File: config.mk
export PLATFORM = sky130hd
export DESIGN_NAME = noc_virtual_channel_flat
export DESIGN_NICKNAME = d
export VERILOG_FILES = /design/src/rtl/noc_vc_pkg.sv /design/src/rtl/noc_virtual_channel_if.sv /design/src/rtl/noc_vc_fifo.sv /design/src/rtl/noc_virtual_channel.sv /design/src/flat_wrapper.sv
export SDC_FILE = /design/constraint.sdc
export NUM_CORES = 1
export LEC_CHECK = 0
export ABC_AREA = 1
export CORE_ASPECT_RATIO = 1.1
export CORE_MARGIN = 1
export CORE_UTILIZATION = 40
export DETAILED_ROUTE_END_ITERATION = 8
export RECOVER_POWER = 25
export SLEW_MARGIN = 20
export SYNTH_ARGS = -nofsm -noshare
export SYNTH_HDL_FRONTEND = slang
export SYNTH_SLANG_ARGS = --single-unit
File: constraint.sdc
create_clock -name clk_i -period 1.52 [get_ports clk_i]
set_input_delay 0.304 -clock clk_i [delete_from_list [all_inputs] [get_ports clk_i]]
set_output_delay 0.304 -clock clk_i [all_outputs]
set_load 0.01 [all_outputs]
File: src/rtl/noc_vc_pkg.sv
// Shared definitions for the NoC input virtual channel: flit types, FSM encoding,
// and helpers for locating and classifying the flit type field.
package noc_vc_pkg;

    typedef enum logic [1:0] {
        FLIT_BODY   = 2'b00,
        FLIT_TAIL   = 2'b01,
        FLIT_HEAD   = 2'b10,
        FLIT_SINGLE = 2'b11
    } flit_type_e;

    typedef enum logic [1:0] {
        ST_IDLE       = 2'd0,
        ST_WAIT_ALLOC = 2'd1,
        ST_ACTIVE     = 2'd2
    } vc_state_e;

    // The type field occupies the two MSBs of a flit.
    function automatic int unsigned type_lsb(input int unsigned data_w);
        return data_w - 2;
    endfunction

    function automatic logic is_head(input flit_type_e t);
        return (t == FLIT_HEAD) || (t == FLIT_SINGLE);
    endfunction

    function automatic logic is_tail(input flit_type_e t);
        return (t == FLIT_TAIL) || (t == FLIT_SINGLE);
    endfunction

endpackage

File: src/rtl/noc_virtual_channel_if.sv
// Link-side and crossbar-side signals of one input virtual channel.
interface noc_virtual_channel_if #(
    parameter int unsigned DATA_W = 10
);
    logic [DATA_W-1:0] data_i;
    logic              wr_en_i;
    logic              chan_alloc_i;
    logic              chan_rdy_i;
    logic [DATA_W-1:0] data_o;
    logic              data_vld_o;
    logic [DATA_W-1:0] header_o;
    logic              rdy_o;

    modport master (
        output data_i, wr_en_i, chan_alloc_i, chan_rdy_i,
        input  data_o, data_vld_o, header_o, rdy_o
    );

    modport slave (
        input  data_i, wr_en_i, chan_alloc_i, chan_rdy_i,
        output data_o, data_vld_o, header_o, rdy_o
    );
endinterface

File: src/rtl/noc_vc_fifo.sv
// Show-ahead flit FIFO; full/empty distinguished by an extra pointer MSB.
module noc_vc_fifo #(
    parameter int unsigned DEPTH_W = 2,
    parameter int unsigned DATA_W  = 10
) (
    input  logic              clk,
    input  logic              rst,
    input  logic              push,
    input  logic              pop,
    input  logic [DATA_W-1:0] wdata,
    output logic [DATA_W-1:0] rdata,
    output logic              empty,
    output logic              full
);
    localparam int unsigned DEPTH = 1 << DEPTH_W;
    localparam int unsigned PTR_W = DEPTH_W + 1;

    logic [DATA_W-1:0] mem [DEPTH];
    logic [PTR_W-1:0]  wr_ptr;
    logic [PTR_W-1:0]  rd_ptr;
    logic              do_push;
    logic              do_pop;

    assign empty   = (wr_ptr == rd_ptr);
    assign full    = (wr_ptr[DEPTH_W] != rd_ptr[DEPTH_W]) &&
                     (wr_ptr[DEPTH_W-1:0] == rd_ptr[DEPTH_W-1:0]);
    // A write while full is dropped even if a pop frees a slot this cycle.
    assign do_push = push && !full;
    assign do_pop  = pop && !empty;
    assign rdata   = mem[rd_ptr[DEPTH_W-1:0]];

    always_ff @(posedge clk or posedge rst) begin
        if (rst) begin
            wr_ptr <= '0;
            rd_ptr <= '0;
        end else begin
            if (do_push) wr_ptr <= wr_ptr + PTR_W'(1);
            if (do_pop)  rd_ptr <= rd_ptr + PTR_W'(1);
        end
    end

    always_ff @(posedge clk) begin
        if (do_push) mem[wr_ptr[DEPTH_W-1:0]] <= wdata;
    end

endmodule

File: src/rtl/noc_virtual_channel.sv
// Input virtual channel: buffers flits, presents the packet header for allocation and
// forwards the packet once granted. Optional input protocol filter: NOC_VC_PROTOCOL_CHECK_EN.
module noc_virtual_channel
    import noc_vc_pkg::*;
#(
    parameter int unsigned VC_DEPTH_W = 2,
    parameter int unsigned DATA_W     = 10,
    parameter int unsigned ID_W       = 2
) (
    input  logic                   clk_i,
    input  logic                   rst_i,
    noc_virtual_channel_if.slave   bus
);
    localparam int unsigned TYPE_LSB = type_lsb(DATA_W);

    if (DATA_W < 2 + 2 * ID_W) begin : g_bad_width
        $error("noc_virtual_channel: DATA_W cannot hold type and destination");
    end

    vc_state_e         state;
    vc_state_e         state_nxt;
    logic [DATA_W-1:0] head_flit;
    logic [DATA_W-1:0] header_q;
    flit_type_e        head_type;
    logic              fifo_empty;
    logic              fifo_full;
    logic              fifo_push;
    logic              fifo_pop;
    logic              hdr_load;
    logic              fwd;

    assign head_type = flit_type_e'(head_flit[TYPE_LSB +: 2]);

`ifdef NOC_VC_PROTOCOL_CHECK_EN
    flit_type_e in_type;
    logic       pkt_open;
    logic       in_ok;

    // Headers only start a packet when none is open; body/tail only continue one.
    assign in_type   = flit_type_e'(bus.data_i[TYPE_LSB +: 2]);
    assign in_ok     = is_head(in_type) ? !pkt_open : pkt_open;
    assign fifo_push = bus.wr_en_i && !fifo_full && in_ok;

    always_ff @(posedge clk_i or posedge rst_i) begin
        if (rst_i) begin
            pkt_open <= 1'b0;
        end else if (fifo_push) begin
            if (in_type == FLIT_HEAD)      pkt_open <= 1'b1;
            else if (in_type == FLIT_TAIL) pkt_open <= 1'b0;
        end
    end
`else
    assign fifo_push = bus.wr_en_i && !fifo_full;
`endif

    noc_vc_fifo #(
        .DEPTH_W (VC_DEPTH_W),
        .DATA_W  (DATA_W)
    ) u_fifo (
        .clk   (clk_i),
        .rst   (rst_i),
        .push  (fifo_push),
        .pop   (fifo_pop),
        .wdata (bus.data_i),
        .rdata (head_flit),
        .empty (fifo_empty),
        .full  (fifo_full)
    );

    always_ff @(posedge clk_i or posedge rst_i) begin
        if (rst_i) state <= ST_IDLE;
        else       state <= state_nxt;
    end

    always_comb begin
        state_nxt = state;
        unique case (state)
            ST_IDLE:       if (!fifo_empty && is_head(head_type)) state_nxt = ST_WAIT_ALLOC;
            ST_WAIT_ALLOC: if (bus.chan_alloc_i)                  state_nxt = ST_ACTIVE;
            ST_ACTIVE:     if (fwd && is_tail(head_type))         state_nxt = ST_IDLE;
            default:                                              state_nxt = ST_IDLE;
        endcase
    end

    // In IDLE a stray body/tail at the head is popped and dropped.
    always_comb begin
        fifo_pop = 1'b0;
        hdr_load = 1'b0;
        fwd      = 1'b0;
        unique case (state)
            ST_IDLE: begin
                hdr_load = !fifo_empty && is_head(head_type);
                fifo_pop = !fifo_empty && !is_head(head_type);
            end
            ST_ACTIVE: begin
                fwd      = !fifo_empty && bus.chan_rdy_i;
                fifo_pop = fwd;
            end
            default: ;
        endcase
    end

    always_ff @(posedge clk_i or posedge rst_i) begin
        if (rst_i)         header_q <= '0;
        else if (hdr_load) header_q <= head_flit;
    end

    assign bus.data_vld_o = fwd;
    assign bus.data_o     = fwd ? head_flit : '0;
    assign bus.header_o   = (state == ST_IDLE) ? '0 : header_q;
    assign bus.rdy_o      = !fifo_full && !rst_i;

endmodule

File: src/flat_wrapper.sv
// flat-port wrapper written by rule: the top's interface ports become plain ports
module noc_virtual_channel_flat import noc_vc_pkg::*;
#(
    parameter int unsigned VC_DEPTH_W = 2,
    parameter int unsigned DATA_W     = 10,
    parameter int unsigned ID_W       = 2
)
  (clk_i, rst_i, bus_data_i, bus_wr_en_i, bus_chan_alloc_i, bus_chan_rdy_i, bus_data_o, bus_data_vld_o, bus_header_o, bus_rdy_o);
  noc_virtual_channel_if #(.DATA_W(DATA_W)) bus_i ();
  input  logic clk_i;
  input  logic rst_i;
  input wire logic [$bits(bus_i.data_i)-1:0] bus_data_i;
  input wire logic [$bits(bus_i.wr_en_i)-1:0] bus_wr_en_i;
  input wire logic [$bits(bus_i.chan_alloc_i)-1:0] bus_chan_alloc_i;
  input wire logic [$bits(bus_i.chan_rdy_i)-1:0] bus_chan_rdy_i;
  output wire logic [$bits(bus_i.data_o)-1:0] bus_data_o;
  output wire logic [$bits(bus_i.data_vld_o)-1:0] bus_data_vld_o;
  output wire logic [$bits(bus_i.header_o)-1:0] bus_header_o;
  output wire logic [$bits(bus_i.rdy_o)-1:0] bus_rdy_o;
  assign bus_i.data_i = bus_data_i;
  assign bus_i.wr_en_i = bus_wr_en_i;
  assign bus_i.chan_alloc_i = bus_chan_alloc_i;
  assign bus_i.chan_rdy_i = bus_chan_rdy_i;
  assign bus_data_o = bus_i.data_o;
  assign bus_data_vld_o = bus_i.data_vld_o;
  assign bus_header_o = bus_i.header_o;
  assign bus_rdy_o = bus_i.rdy_o;
  noc_virtual_channel #(.VC_DEPTH_W(VC_DEPTH_W), .DATA_W(DATA_W), .ID_W(ID_W)) u_core (.clk_i(clk_i), .rst_i(rst_i), .bus(bus_i));
endmodule
# Word level (Yosys, flattened, before mapping)
# Memory sizes are Yosys's and may differ from the RTL's.
# Index checks and enable logic that the tools add are counted.
[totals]
out_inout_bits = 22
register_bits = 18
ram_bits = 40
memories = 1
wordCells = 46
[op_classes]
reduce_logical = 17
muxes = 11
addsub = 2
n_eq_ne = 11
[memory_table]
columns = ["name", "depth", "word_bits", "rd", "rd_clocked_by_memory_dff", "write_ports", "line_no", "rtl"]
rows = [
  ["u_core.u_fifo.mem", 4, 10, 1, 0, 1, "noc_vc_fifo.sv:18", "logic [DATA_W-1:0] mem [DEPTH];"],
]
[op_table]
columns = ["operator", "count"]
rows = [
  ["two-way mux 10 bit", 2],
  ["logical AND 1 bit", 9],
  ["adder 3 x 1 -> 3 bit (second input constant)", 2],
  ["equality test 2 bit (second input constant)", 3],
  ["two-way mux 2 bit", 3],
  ["one-hot mux 2 bit (3 select lines)", 1],
  ["equality test 2 x 1 -> 1 bit (second input constant)", 2],
  ["logical NOT 1 bit", 4],
  ["two-way mux 1 bit", 4],
  ["!= test 2 x 1 -> 1 bit (second input constant)", 2],
  ["equality test 3 bit", 1],
  ["AND reduction 3 bit", 1],
  ["equality test 2 bit", 1],
  ["logical NOT 2 bit", 1],
  ["logical OR 1 bit", 2],
  ["!= test 2 bit (second input constant)", 1],
  ["one-hot mux 1 bit (2 select lines)", 1],
  ["!= test 1 bit", 1],
]

# Logic depth before layout (Yosys ltp)
[depth]
ltp_word = 7
depth_mapped = 10
mapped_depth_nobuf = 9

# Hierarchy
# From an unflattened synthesis, not the netlist that was laid out.
[unflattened]
hier_cells = 263
area_unflattened_um2 = 2641.3
[modules_own_cells]
columns = ["module", "area_each_um2", "cells_per_inst", "instances"]
rows = [
  ["noc_vc_fifo", 1914.3, 159, 1],
  ["noc_virtual_channel", 726.9, 104, 1],
]

# Worst setup path before layout
# Ideal clock, no wire load.
[synth_path]
kind = "register to register"
startpoint = "register u_core.u_fifo.rd_ptr[0]"
endpoint = "memory u_core.u_fifo.mem[0][0] (enable)"
arrival_time_ns = 1.285
t_required_ns = 1.144
setup_slack_ns = -0.142
synth_period_minus_slack_ns = 1.662
stages_incl_launch_ff = 7
path_buffers = 0
cell_sequence = "dfrtp_1 -> inv_2 -> nand2_1 -> nand2_1 -> nand3_1 -> nand2_2 -> nor2_1"
[synth_between]
elab_chain_len = 7
[synth_lines]
columns = ["element", "line_no", "rtl"]
rows = [
  ["start, declared", "noc_vc_fifo.sv:20", "logic [PTR_W-1:0] rd_ptr;"],
  ["start signal, assigned", "noc_vc_fifo.sv:38", "if (do_pop) rd_ptr <= rd_ptr + PTR_W'(1);"],
  ["equality test 2 bit *", "noc_vc_fifo.sv:26", "(wr_ptr[DEPTH_W-1:0] == rd_ptr[DEPTH_W-1:0]);"],
  ["logical AND 1 bit *", "noc_vc_fifo.sv:25", "assign full = (wr_ptr[DEPTH_W] != rd_ptr[DEPTH_W]) &&"],
  ["logical NOT 1 bit *", "noc_vc_fifo.sv:28, noc_virtual_channel.sv:53", ""],
  ["logical AND 1 bit", "noc_virtual_channel.sv:53", "assign fifo_push = bus.wr_en_i && !fifo_full;"],
  ["logical AND 1 bit *", "noc_vc_fifo.sv:28", "assign do_push = push && !full;"],
  ["two-way mux 1 bit *", "noc_vc_fifo.sv:43", "if (do_push) mem[wr_ptr[DEPTH_W-1:0]] <= wdata;"],
  ["two-way mux 1 bit (implied by the code) *", "noc_vc_fifo.sv:43", ""],
  ["end, declared", "noc_vc_fifo.sv:18", ""],
]
# Mark *: on every way between the ends. The rest lies on a longest branch, timed or not.

# Worst setup path after layout
[layout_path]
startpoint = "register u_core.u_fifo.rd_ptr[0]"
endpoint = "output port bus_data_o[6]"
[layout_between]
elab_chain_len = 5
[layout_lines]
columns = ["element", "line_no", "rtl"]
rows = [
  ["equality test 3 bit", "noc_vc_fifo.sv:24", "assign empty = (wr_ptr == rd_ptr);"],
  ["logical NOT 1 bit", "noc_virtual_channel.sv:96", "fwd = !fifo_empty && bus.chan_rdy_i;"],
  ["logical AND 1 bit", "noc_virtual_channel.sv:96", ""],
  ["two-way mux 1 bit", "noc_virtual_channel.sv:90", "unique case (state)"],
  ["two-way mux 10 bit *", "noc_virtual_channel.sv:109", "assign bus.data_o = fwd ? head_flit : '0;"],
  ["end, declared", "flat_wrapper.sv:16", "output wire logic [$bits(bus_i.data_o)-1:0] bus_data_o;"],
]
# Marks and branches as above.

==> metrics.txt <==
# TYPE chip_impl_metric gauge
chip_impl_metric{name="rows",unit=""} 30
chip_impl_metric{name="power.density_cell_area",unit="nW/um^2"} 2220
chip_impl_metric{name="synth_largest_type_area_fraction",unit="%"} 45.0
chip_impl_metric{name="detail_route.drc_violations",unit=""} 0
chip_impl_info{name="synth_top_area_cell",value="edfxtp_1"} 1
chip_impl_metric{name="fp.coreArea",unit="um^2"} 6310
chip_impl_metric{name="first_global_vias",unit=""} 2160
chip_impl_metric{name="clock_sink_count",unit=""} 58
chip_impl_metric{name="postSynth.asyncResetShare",unit="%"} 31.0
chip_impl_metric{name="drt-initial-drc-count",unit=""} 72
chip_impl_metric{name="grt_use_total",unit="%"} 20.7
chip_impl_info{name="clk_root_buffer_cell",value="clkbuf_8"} 1
chip_impl_metric{name="cts_clock_pin_slew_for_the_worst_setup_and_hold_paths",unit="ns"} 0.07
chip_impl_metric{name="die_area",unit="um^2"} 7000
chip_impl_info{name="violated_checks",value="setup timing"} 1
chip_impl_metric{name="grtUsageMet3",unit="%"} 3.44
chip_impl_info{name="grt.busiest_layer",value="met2"} 1
chip_impl_metric{name="synth.cell_area",unit="um^2"} 2670
chip_impl_metric{name="postLayoutSetupSlackWorst",unit="ns"} -0.417
chip_impl_metric{name="final_layout_size_suffix_gt1_share",unit="%"} 50.7
chip_impl_info{name="rsz0062_at_grt",value="true"} 1
chip_impl_metric{name="max-clock-path-buffers",unit=""} 2
chip_impl_info{name="path_cells",value="inv_4, buf_12, buf_8, nand2_2, nand3_2, and2_4, inv_2, nor2_2, buf_2"} 1
chip_impl_metric{name="core_utilization_of_the_finished_layout",unit="%"} 65.5
chip_impl_metric{name="worstSkewPairLatency",unit="ns"} 0.34
chip_impl_metric{name="yosysUniqueCellTypes",unit=""} 26
chip_impl_metric{name="die_x",unit="um"} 79.8
chip_impl_metric{name="finalWorstPathRequiredPeriod",unit="ns"} 1.94
chip_impl_info{name="hold_path_class",value="flip-flop to flip-flop"} 1
chip_impl_metric{name="via_count",unit=""} 2133
chip_impl_info{name="worst_setup_path_end_kind",value="primary output"} 1
chip_impl_metric{name="final_antenna_net_count",unit=""} 0
chip_impl_metric{name="min_delay_path_depth",unit=""} 2
chip_impl_metric{name="drtPass1Iterations",unit=""} 6
chip_impl_metric{name="synthToLayoutAreaGrowth",unit="%"} 55.0
chip_impl_metric{name="timing.critical_path.arrival",unit="ns"} 1.63
chip_impl_metric{name="total_leakage_power",unit="nW"} 1.86
chip_impl_metric{name="first_pass_grt_wire_length",unit="um"} 10500
chip_impl_metric{name="clock_tree.htree_level_count",unit=""} 3
chip_impl_metric{name="peak_ir_drop_on_the_vdd_network",unit="mV"} 1.15
chip_impl_metric{name="syn_area_per_cell",unit="um^2"} 10.1
chip_impl_info{name="critical_hold_path_startpoint",value="u_core.header_q[7]"} 1
chip_impl_metric{name="pin_count",unit=""} 37
chip_impl_metric{name="r2r.worst_path.cells",unit=""} 13
chip_impl_metric{name="critical_path.n_buffers_inverters",unit=""} 5
chip_impl_metric{name="fraction_of_the_yosys_area_taken_by_sequential_cells",unit="%"} 61.9
chip_impl_metric{name="fin_skew",unit="ns"} 0.00713
chip_impl_metric{name="chipHeight",unit="um"} 87.6
chip_impl_metric{name="fin_hold_ws",unit="ns"} 0.487
chip_impl_metric{name="final-max-slew-violation-count",unit=""} 0
chip_impl_metric{name="detail_route.wirelength",unit="um"} 6540
chip_impl_metric{name="post-dp-hpwl",unit="um"} 3550
chip_impl_metric{name="nNetsFinal",unit=""} 388
chip_impl_metric{name="period_share",unit="%"} 127
chip_impl_info{name="run_status",value="complete, but fails checks"} 1
chip_impl_metric{name="routedWlPerCell",unit="um"} 14.4
chip_impl_metric{name="io_buffers",unit=""} 36
chip_impl_metric{name="rel_slew_slack",unit="%"} 33.4
chip_impl_metric{name="final_hold_viol_count",unit=""} 0
chip_impl_metric{name="synthesis.nets",unit=""} 284
chip_impl_info{name="ys.flop_type",value="edfxtp_1"} 1
chip_impl_metric{name="dp_worst_setup_slack",unit="ns"} -0.648
chip_impl_metric{name="grt_antenna_before_repair",unit=""} 0
chip_impl_info{name="timing.setup.critical_path_class",value="flip-flop to primary output"} 1
chip_impl_metric{name="groute.layer.met1.usage",unit="%"} 23.5
chip_impl_metric{name="worst_ep_required_time",unit="ns"} 1.22
chip_impl_metric{name="maxCapViolations",unit=""} 0
chip_impl_metric{name="initial_utilization",unit="%"} 42.3
chip_impl_metric{name="worst-slew-pin-transition",unit="ns"} 0.998
chip_impl_info{name="critical_path.top_delay_family",value="buffers and inverters"} 1
chip_impl_metric{name="fmaxAchievable",unit="GHz"} 0.516
chip_impl_metric{name="post_drt_via_cell_ratio",unit=""} 4.71
chip_impl_metric{name="cts_hold_buffers",unit=""} 0
chip_impl_info{name="hold_end",value="u_core.header_q[7]"} 1
chip_impl_info{name="rr_endpoint",value="u_core.header_q[6]"} 1
chip_impl_metric{name="tritoncts.num_buffers",unit=""} 9
chip_impl_metric{name="met2_usage",unit="%"} 38.5
chip_impl_info{name="start_kind",value="flip-flop"} 1
chip_impl_metric{name="cpPeakStageDelay",unit="ns"} 0.45
chip_impl_info{name="synthTopCellsByArea",value="edfxtp_1 (45%), dfrtp_1 (17%), nand2_1 (10%), inv_1 (4.8%), nand3_1 (4.3%)"} 1
chip_impl_info{name="tritoncts_clock_tree",value="done"} 1
chip_impl_metric{name="ys_seq_elements",unit=""} 58
chip_impl_metric{name="syn_warnings",unit=""} 0
chip_impl_metric{name="gp_congestion",unit=""} 0.725
chip_impl_metric{name="antennaDiodeCount",unit=""} 0
chip_impl_metric{name="synthesized_netlist_cell_count",unit=""} 264
chip_impl_metric{name="overflow",unit=""} 0
chip_impl_metric{name="synth-edff-count",unit=""} 40
chip_impl_info{name="cp_slowest_cell",value="dfrtp_2"} 1
chip_impl_metric{name="setup-violations-final",unit=""} 63
chip_impl_info{name="startpoint_of_the_worst_slack_reg_to_reg_timing_path",value="u_core.u_fifo.rd_ptr[0]"} 1
chip_impl_metric{name="grt_max_degree",unit=""} 19
chip_impl_info{name="critical_path.startpoint",value="u_core.u_fifo.rd_ptr[0]"} 1
chip_impl_metric{name="critical_path_peak_fanout",unit=""} 8
chip_impl_metric{name="reg2reg_setup_slack",unit="ns"} -0.28
[flip-flops by register name (all words and copies together), names as in the netlist]
name and cells:
u_core.u_fifo.rd_ptr 3, u_core.state 2, u_core.u_fifo.mem 40, u_core.header_q 10, u_core.u_fifo.wr_ptr 3
[cell usage after synthesis, types with 2 or more instances]
cell and number:
nand3_1 23, nand2_1 72, nand3_2 2, inv_1 34, inv_2 3, edfxtp_1 40
o21ai_0 4, nand2_2 2, o21ai_2 7, ha_1 5, xor2_1 2, nor2_1 28
dfrtp_1 18, and2_1 7, buf_6 6
[tightest hold or removal path, cell delays in order, from the launching register on]
cell	delay, ns
dfrtp_1	0.35
nand2_1	0.06
o21ai_2	0.04
[cell usage in the layout, fill, tap and decap left out, types with 2 or more instances in the layout]
| cell | n |
|---|---|
| clkbuf_8 | 9 |
| inv_1 | 23 |
| nand3_2 | 13 |
| ha_1 | 5 |
| o21ai_2 | 7 |
| bufinv_16 | 2 |
| nor2_2 | 10 |
| inv_4 | 3 |
| nand3_4 | 4 |
| buf_6 | 33 |
| clkinv_2 | 2 |
| buf_12 | 3 |
| nor2_1 | 8 |
| o21ai_0 | 4 |
| buf_8 | 2 |
| clkinvlp_4 | 2 |
| nor2_4 | 11 |
| nand3_1 | 12 |
| buf_2 | 15 |
| nand2_2 | 17 |
| edfxtp_1 | 40 |
| buf_4 | 31 |
| dfrtp_1 | 17 |
| xor2_1 | 2 |
| and2_4 | 7 |
| nand2_4 | 3 |
| clkdlybuf4s50_1 | 13 |
| nand2_1 | 53 |
| inv_2 | 11 |
[metal layers]
metal	wire length (um)	part of all wire (%)
met1	2630	40
met2	3570	55
met5	0	0
met3	193	3.0
met4	148	2.3
[cell families (layout without fill, tap and decap cells)]
group / Yosys count / in the layout / share of synthesized area (%)
AO/OA/AOI/OAI: 13 / 13 / 3.52
XOR/XNOR: 3 / 3 / 0.986
adder cells (fa/ha/maj): 5 / 5 / 2.35
buffers and inverters: 46 / 152 / 8.35
flip-flops: 58 / 58 / 61.9
AND/OR/NAND/NOR: 139 / 142 / 22.9
[how the worst max path moves through the flow]
| stage | to | cells after the start |
|---|---|---|
| after floorplan | u_core.u_fifo.mem[0][0] | 6 |
| after global placement | bus_data_o[7] | 7 |
| after detailed placement | bus_data_o[1] | 7 |
| after CTS | bus_data_o[5] | 9 |
| after global routing | bus_data_o[6] | 9 |
| final | bus_data_o[6] | 9 |
[per-stage QoR]
stage	std cells	power (mW)	setup TNS, ns	cell area [um^2]
final	453	9.16	-9.69	4130
after global routing	453	9.80	-13.66	4130
after CTS	457	8.68	-11.72	3950
after detailed placement	407	5.91	-17.00	3350
after global placement	407	5.86	-16.20	3350
after floorplan	264	4.43	-5.67	2670
[where the power goes]
part	switching (mW)	internal [mW]	leakage, nW
Sequential	0.214	2.17	0.584
Combinational	2.65	2.55	1.17
Clock	0.653	0.918	0.105
Total	3.52	5.65	1.86
[area by class of cell]
type                    count  area [um^2]
multi-input cells         163         1100
inverters                  37          146
clock buffers               9          124
repair buffers             99          913
well taps                  80          100
fillers                   487         2170
clock inverters             7         93.8
flip-flops and latches     58         1650
[what timing repair did]
item                                    in CTS  in global routing
endpoints found under the setup margin      67                 78
hold endpoints to repair                     0                  0
resized for setup                          163                 62
pin swaps                                   16                 23
setup buffers                               28                  4
cloned                                       9                  0
No activity file was read; power rests on OpenSTA's default activity.
